### src/rtl/ed25519_fetch_pkg.sv
// Shared types and constants for the Ed25519 operand fetcher.
package ed25519_fetch_pkg;

  typedef enum logic [1:0] {
    IDLE  = 2'd0,
    FETCH = 2'd1,
    HOLD  = 2'd2
  } fetch_state_e;

  localparam int unsigned WORDS_PER_OP = 8;
  localparam int unsigned SLOT_ONE     = 1;
  localparam int unsigned SLOT_D       = 14;
  localparam int unsigned SLOT_D_LEN   = 15;
  localparam int unsigned SLOT_L       = 16;

  function automatic logic [8:0] slot_base(input logic [5:0] slot);
    return {slot, 3'b000};
  endfunction

endpackage

### src/rtl/ed25519_operand_fetch.sv
// Read-side sequencer: fetches one 8-word operand from ed25519_operand_bank, re-issuing reads lost to writes.
// Optional retry counter enabled by macro ED25519_FETCH_STALLCNT_EN.
module ed25519_operand_fetch
  import ed25519_fetch_pkg::*;
#(
  parameter int unsigned DATA_W = 32,
  parameter int unsigned ADDR_W = 9,
  parameter int unsigned WORDS  = 8,
  parameter int unsigned SLOT_W = 6
) (
  input  logic                      iClk,
  input  logic                      iRst_n,
  input  logic                      iReq,
  input  logic [SLOT_W-1:0]         iSlot,
  output logic                      oReq_rdy,
  output logic [ADDR_W-1:0]         oB_addr,
  input  logic [DATA_W-1:0]         iB,
  input  logic                      iBank_wr,
  output logic [DATA_W*WORDS-1:0]   oOp,
  output logic                      oOp_vld,
  input  logic                      iOp_rdy,
  output logic [15:0]               oStall_cnt
);

  localparam int unsigned PTR_W = $clog2(WORDS);
  localparam logic [PTR_W-1:0] LAST = PTR_W'(WORDS - 1);

  fetch_state_e                   state_q, state_d;
  logic [SLOT_W-1:0]              slot_q, slot_d;
  logic [PTR_W-1:0]               issue_ptr_q, issue_ptr_d;
  logic                           issue_done_q, issue_done_d;
  logic [PTR_W-1:0]               cap_ptr_q, cap_ptr_d;
  logic                           rd_ok_q, rd_ok_d;
  logic [WORDS-1:0][DATA_W-1:0]   words_q, words_d;

  // Once all words are issued the address parks on the last word of the slot.
  assign oB_addr  = slot_base(slot_q) + ADDR_W'(issue_done_q ? LAST : issue_ptr_q);
  assign oReq_rdy = (state_q == IDLE);
  assign oOp_vld  = (state_q == HOLD);
  assign oOp      = words_q;

  always_comb begin
    state_d      = state_q;
    slot_d       = slot_q;
    issue_ptr_d  = issue_ptr_q;
    issue_done_d = issue_done_q;
    cap_ptr_d    = cap_ptr_q;
    rd_ok_d      = 1'b0;
    words_d      = words_q;
    case (state_q)
      IDLE: begin
        if (iReq) begin
          slot_d       = iSlot;
          issue_ptr_d  = '0;
          issue_done_d = 1'b0;
          cap_ptr_d    = '0;
          state_d      = FETCH;
        end
      end
      FETCH: begin
        if (!issue_done_q && !iBank_wr) begin
          rd_ok_d = 1'b1;
          if (issue_ptr_q == LAST) begin
            issue_ptr_d  = '0;
            issue_done_d = 1'b1;
          end else begin
            issue_ptr_d = issue_ptr_q + PTR_W'(1);
          end
        end
        // A read overridden by a write never sets rd_ok, so capture order follows issue order.
        if (rd_ok_q) begin
          words_d[cap_ptr_q] = iB;
          cap_ptr_d          = cap_ptr_q + PTR_W'(1);
          if (cap_ptr_q == LAST) state_d = HOLD;
        end
      end
      HOLD: begin
        if (iOp_rdy) state_d = IDLE;
      end
      default: state_d = IDLE;
    endcase
  end

  always_ff @(posedge iClk or negedge iRst_n) begin
    if (!iRst_n) begin
      state_q      <= IDLE;
      slot_q       <= '0;
      issue_ptr_q  <= '0;
      issue_done_q <= 1'b0;
      cap_ptr_q    <= '0;
      rd_ok_q      <= 1'b0;
      words_q      <= '0;
    end else begin
      state_q      <= state_d;
      slot_q       <= slot_d;
      issue_ptr_q  <= issue_ptr_d;
      issue_done_q <= issue_done_d;
      cap_ptr_q    <= cap_ptr_d;
      rd_ok_q      <= rd_ok_d;
      words_q      <= words_d;
    end
  end

`ifdef ED25519_FETCH_STALLCNT_EN
  logic [15:0] stall_q;
  logic        stall_inc;

  assign stall_inc  = (state_q == FETCH) && !issue_done_q && iBank_wr;
  assign oStall_cnt = stall_q;

  always_ff @(posedge iClk or negedge iRst_n) begin
    if (!iRst_n)                         stall_q <= '0;
    else if (stall_inc && stall_q != '1) stall_q <= stall_q + 16'd1;
  end
`else
  assign oStall_cnt = '0;
`endif

endmodule

### config.mk
export PLATFORM = sky130hd
export DESIGN_NAME = ed25519_operand_fetch
export DESIGN_NICKNAME = d
export VERILOG_FILES = /design/src/rtl/ed25519_fetch_pkg.sv /design/src/rtl/ed25519_operand_fetch.sv
export SDC_FILE = /design/constraint.sdc
export NUM_CORES = 1
export LEC_CHECK = 0
export ABC_AREA = 1
export CORE_MARGIN = 8
export CORE_UTILIZATION = 47
export CTS_CLUSTER_SIZE = 10
export DETAILED_ROUTE_END_ITERATION = 8
export HOLD_SLACK_MARGIN = 0.1
export PLACE_DENSITY = 0.8
export RECOVER_POWER = 50
export SLEW_MARGIN = 20
export SYNTH_ARGS = -nofsm -noshare
export SYNTH_HDL_FRONTEND = slang
export SYNTH_SLANG_ARGS = --single-unit
### constraint.sdc
create_clock -name iClk -period 1.9 [get_ports iClk]
set_clock_uncertainty 0.05 [all_clocks]
set_input_delay 0.19 -clock iClk [delete_from_list [all_inputs] [get_ports iClk]]
set_output_delay 0.19 -clock iClk [all_outputs]
set_load 0.01 [all_outputs]
==> flow_summary.toml, run 1 <==
[global_route]
grt_pass1_vias = 9416
grt_usage_pct = 25.2
grt_max_degree = 56
grt_overflow = 0
antenna_found_initial = 1
grt_pass1_wl_um = 55900

[floorplanning]
die_area_um2 = 28200
io_pins = 326
die_h_um = 168
die_x_um = 168
num_rows = 55
start_util_pct = 48.0
coreArea_um2 = 22600

[routing]
vias = 9378
dr.pass1.iters = 5
viasPerCell = 5.12
drc = 0
routed_wl_um = 36200
drt_first_iter_violations = 705
wl_per_cell_um = 19.8
detail-route-antenna-nets = 0

[clocking]
cts.htree.levels = 1
root_buffer = "clkbuf_16"
cts.sink_count = 272
cts_setup_buffers = 0
clockBufferDepth = 3
numCtsBuffers = 31
cts_tree = "built"
path_clk_slew_ps = 50
clk_latency_ps = 540

[setup_path]
crit_arrival_ps = 1550
required_ps = 1660
cp_max_fo = 4
crit_type = "flop to primary output"
start_kind = "flop"
end_kind = "primary output"

[place]
dpl-instance-area_um2 = 14200
io_buffer_count = 309
hpwl_um = 25400
dp.cells = 1797
place.gp.congestion = 0.827

[finish]
area_growth_pct = 37.5
stdcell_count = 1832
fin_nets = 1593
final_area_um2 = 14900
drive_gt1_share_pct = 5.75
num_antenna_cells = 0

[logic_synthesis]
synth_xor_area_share_pct = 0
yosys_warnings = 0
netlist.area_leader.share_pct = 62.7
synthSimpleGateAreaFrac_pct = 29.6
synth_compound_area_share_pct = 1.67
synth_cells = 1256
synthArstFlopShare_pct = 100
avgSynthCellArea_um2 = 8.65
synth_top_family_by_area = "simple AND/OR/NAND/NOR gates"
synth-edff-count = 0
synth_area_um2 = 10900
ys_seq_area_share_pct = 62.7
yosys.area.top_type = "dfrtp_1"
synthAdderAreaFrac_pct = 0.461
synth-main-ff-cell = "dfrtp_1"
synth_cell_type_count = 19
synthMuxAreaShare_pct = 0
ys_seq_elements = 272
synth_area_leaders = "dfrtp_1, nand2_1, buf_2, nand3_1, o21ai_0"

[timing]
max_freq_ghz = 0.559
timing.final.crit_period_ps = 1790
tightest_slew_ps = 988
finalCritPeriodShare_pct = 94.1
hold_viol_final = 0
slew_headroom_pct = 34.1
rsz0062_at_grt = "no"
setup_viol = 0
maxSlewViolCount = 0
tns_ps = 0

[power]
p_per_area_nw_per_um2 = 1860
p_leak_nw = 7.35
ir_worst_vdd_uv = 954

[job]
cap_violations = 0

[hold_path]
holdCritPathClass = "primary input to async pin"

[outcome]
status = "complete, no violations"
[routing by layer]
layer | GRT usage [%] | part of all wire (%) | up-vias
li1 | - | - | 4350
met1 | 31.3 | 40 | 4535
met2 | 42.1 | 48 | 407
met3 | 6.38 | 8.5 | 84
met4 | 9.05 | 3.4 | 2
met5 | 0 | 0.028 | -
[where the power goes]
part / total, mW / switching [mW] / internal (mW)
combinational: 12.4 / 6.23 / 6.15
clock: 4.99 / 2.13 / 2.86
sequential: 10.4 / 1.69 / 8.67
[cell usage after synthesis (2+ instances only)]
| cell | count |
|---|---|
| nor2_4 | 3 |
| clkbuf_1 | 13 |
| nand2_1 | 746 |
| dfrtp_1 | 272 |
| o21ai_0 | 35 |
| nor2_2 | 3 |
| inv_2 | 2 |
| buf_2 | 54 |
| ha_1 | 4 |
| inv_1 | 9 |
| or2_2 | 4 |
| nand2_2 | 4 |
| buf_4 | 18 |
| clkbuf_2 | 22 |
| nand3_1 | 47 |
| nor2_1 | 17 |
[placed cells by master (no fill, tap or decap), types with 10 or more instances in the layout]
cell               n
buf_4             22
clkbuf_16         31
clkdlybuf4s50_1  278
conb_1            16
dfrtp_1          272
dlygate4sd3_1     26
inv_1             10
nand2_1          747
nand3_1           47
nor2_1            15
o21ai_0           35
[final timing paths]
check / from / to / slack, ps / depth (start not counted)
max in group asynchronous: iRst_n / oOp[253]$_DFFE_PN0P_ / 380 / 3
hold / removal: iRst_n / oOp[156]$_DFFE_PN0P_ / 110 / 2
setup / recovery: issue_ptr_q[0]$_DFFE_PN0P_ / oB_addr[0] / 110 / 2
min in group iClk: iSlot[2] / slot_q[2]$_DFFE_PN0P_ / 170 / 3
setup reg to reg: state_q[1]$_DFFE_PN0P_ / oOp[25]$_DFFE_PN0P_ / 180 / 7
hold reg to reg: oOp[156]$_DFFE_PN0P_ / oOp[156]$_DFFE_PN0P_ / 410 / 2
[registers in the layout, indices dropped and copies added, names as in the netlist]
register and count:
cap_ptr_q 3, issue_done_q 1, issue_ptr_q 3, oOp 256
rd_ok_q 1, slot_q 6, state_q 2
[timing repair]
action / in CTS / in global routing
hold buffers: 1 / 0
endpoints found under the setup margin: 5 / 0
resized for setup: 6 / 0
endpoints found under the hold margin: 272 / 0
[through the flow]
step / setup slack, ps / hold WS [ps] / power (mW) / utilization (%)
floorplan: 519 / -156 / 15.2 / -
global placement: 290 / 97.4 / 22.6 / 62.8
detailed placement: 232 / 96.5 / 23.0 / 62.8
CTS: 87.2 / 120 / 28.1 / 66.3
global route: 33.8 / 148 / 29.4 / 65.9
finish: 112 / 106 / 27.7 / 65.9
[critical path, cell delays in order (launching register included)]
cell and delay (ps):
dfrtp_1 410, or2_2 300, dlygate4sd2_1 300
[cell type report]
class,count,area [um2]
fillers,1802,7710
flip-flops and latches,272,6810
multi-input cells,881,3520
repair buffers,349,3410
clock buffers,33,783
well taps,285,357
inverters,11,41.3
clock inverters,1,8.76
[cell families (layout without fill, tap and decap cells)]
| group | count (synthesis) | after routing |
|---|---|---|
| flip-flops | 272 | 272 |
| other | 1 | 16 |
| AO/OA/AOI/OAI | 36 | 36 |
| AND/OR/NAND/NOR | 825 | 825 |
| adder cells (fa/ha/maj) | 4 | 4 |
| buffers and inverters | 118 | 394 |
Power figures use the tool's default switching activity.
==> inputs of run 2 (changes only) <==
--- a/config.mk
+++ b/config.mk
@@ -13,6 +13,7 @@
 export HOLD_SLACK_MARGIN = 0.1
 export PLACE_DENSITY = 0.8
 export RECOVER_POWER = 50
+export SKIP_LAST_GASP = 1
 export SLEW_MARGIN = 20
 export SYNTH_ARGS = -nofsm -noshare
 export SYNTH_HDL_FRONTEND = slang
==> flow_summary.toml, run 2 (synthesis gave the netlist of run 1 again) <==
[outcome]
status = "complete, no violations"

[routing]
detail-route-antenna-nets = 0
viasPerCell = 5.10
dr.pass1.iters = 5
drc = 0
routed_wl_um = 36200
drt_first_iter_violations = 732
wl_per_cell_um = 19.8
vias = 9359

[finish]
drive_gt1_share_pct = 6.07
fin_nets = 1595
largest_reg_flops = 256
final_cell_mix = "nand2_1, clkdlybuf4s50_1, dfrtp_1"
area_growth_pct = 37.8
stdcell_count = 1834
seq_area_um2 = 6810
num_antenna_cells = 0
multi_input_area_um2 = 3530
layout_commonest_cell = "nand2_1"
fillCellCount = 1791

[floorplanning]
die_h_um = 168
start_util_pct = 48.0
die_area_um2 = 28200
die_x_um = 168
num_rows = 55
io_pins = 326
coreArea_um2 = 22600

[setup_path]
end_kind = "primary output"
r2r_cells = 5
r2r-start = "state_q[0]$_DFFE_PN0P_"
rrSetupSlack_ps = 170
crit_type = "flop to primary output"
start_kind = "flop"
required_ps = 1660
crit_arrival_ps = 1550
cp_max_fo = 4
r2r-end = "cap_ptr_q[0]$_DFFE_PN0P_"

[global_route]
grt_pass1_vias = 9416
grt_max_degree = 56
antenna_found_initial = 1
grt_overflow = 0
grt_usage_pct = 25.2
grt_pass1_wl_um = 55900

[power]
p_total_mw = 27.9
p_leak_nw = 7.36
p_per_area_nw_per_um2 = 1860
ir_worst_vdd_uv = 953

[place]
hpwl_um = 25400
dp.cells = 1797
place.gp.congestion = 0.827
io_buffer_count = 309
dp_slack_ps = 232

[clocking]
path_clk_slew_ps = 50
clockBufferDepth = 3
clk_latency_ps = 540
cts.sink_count = 272
root_buffer = "clkbuf_16"
numCtsBuffers = 31
cts_tree = "built"
cts.htree.levels = 1

[timing]
tightest_slew_ps = 981
slew_headroom_pct = 34.6
fin_ws_ps = 109
rsz0062_at_grt = "no"
hold_viol_final = 0
max_freq_ghz = 0.558
timing.final.crit_period_ps = 1790
finalCritPeriodShare_pct = 94.3
setup_viol = 0
maxSlewViolCount = 0

[job]
cap_violations = 0

[hold_path]
holdCritPathClass = "primary input to async pin"
==> run 2: worst max-delay path by stage <==
stage / startpoint / endpoint / slack [ps] / cells after the start
after global routing: state_q[0]$_DFFE_PN0P_ / cap_ptr_q[1]$_DFFE_PN0P_ / 20 / 5
final: issue_ptr_q[0]$_DFFE_PN0P_ / oB_addr[0] / 110 / 2
after floorplan: state_q[0]$_DFFE_PN0P_ / issue_ptr_q[1]$_DFFE_PN0P_ / 520 / 5
after global placement: iReq / cap_ptr_q[1]$_DFFE_PN0P_ / 290 / 4
after detailed placement: state_q[1]$_DFFE_PN0P_ / oOp[35]$_DFFE_PN0P_ / 230 / 6
after CTS: state_q[1]$_DFFE_PN0P_ / oReq_rdy / -140 / 2
==> run 2: cell type report <==
cell class	count	share of cell area (%)
inverters	11	0.276
repair buffers	351	23.0
multi-input cells	881	23.6
flip-flops and latches	272	45.5
clock buffers	33	5.23
well taps	285	2.38
clock inverters	1	0.0585
==> run 2: power breakdown <==
part	internal, mW	switching, mW	leakage (nW)
registers	8.67	1.70	3.17
clock network	2.86	2.13	0.388
logic	6.29	6.26	3.80
==> run 2: worst max-delay path, cell delays in order (launching register included) <==
cell and delay [ps]:
dfrtp_1 420, or2_2 300, dlygate4sd2_1 300
==> run 2: through the flow <==
stage / utilization, % / hold WS [ps] / TNS (ps) / instance area (um2)
6_report: 66.1 / 113 / 0 / 15000
5_1_grt: 66.1 / 148 / 0 / 15000
4_1_cts: 66.3 / 120 / -136 / 15000
3_5_place_dp: 62.8 / 96.5 / 0 / 14200
3_3_place_gp: 62.8 / 97.4 / 0 / 14200
2_1_floorplan: - / -156 / 0 / 10900
==> run 2: per-layer routing <==
metal  track usage, %  wire [um]  up-vias
met5                0         10        -
met4             9.05       1220        2
met3             6.38       3100       79
met2             42.1      17600      394
met1             31.3      14400     4535
li1                 -          -     4349
==> run 2: timing repair <==
action / in CTS / in global routing
cloned: 0 / 0
pin swaps: 1 / 1
endpoints found under the hold margin: 272 / 0
setup buffers: 0 / 2
endpoints found under the setup margin: 5 / 1
hold buffers: 1 / 0
resized for setup: 5 / 2
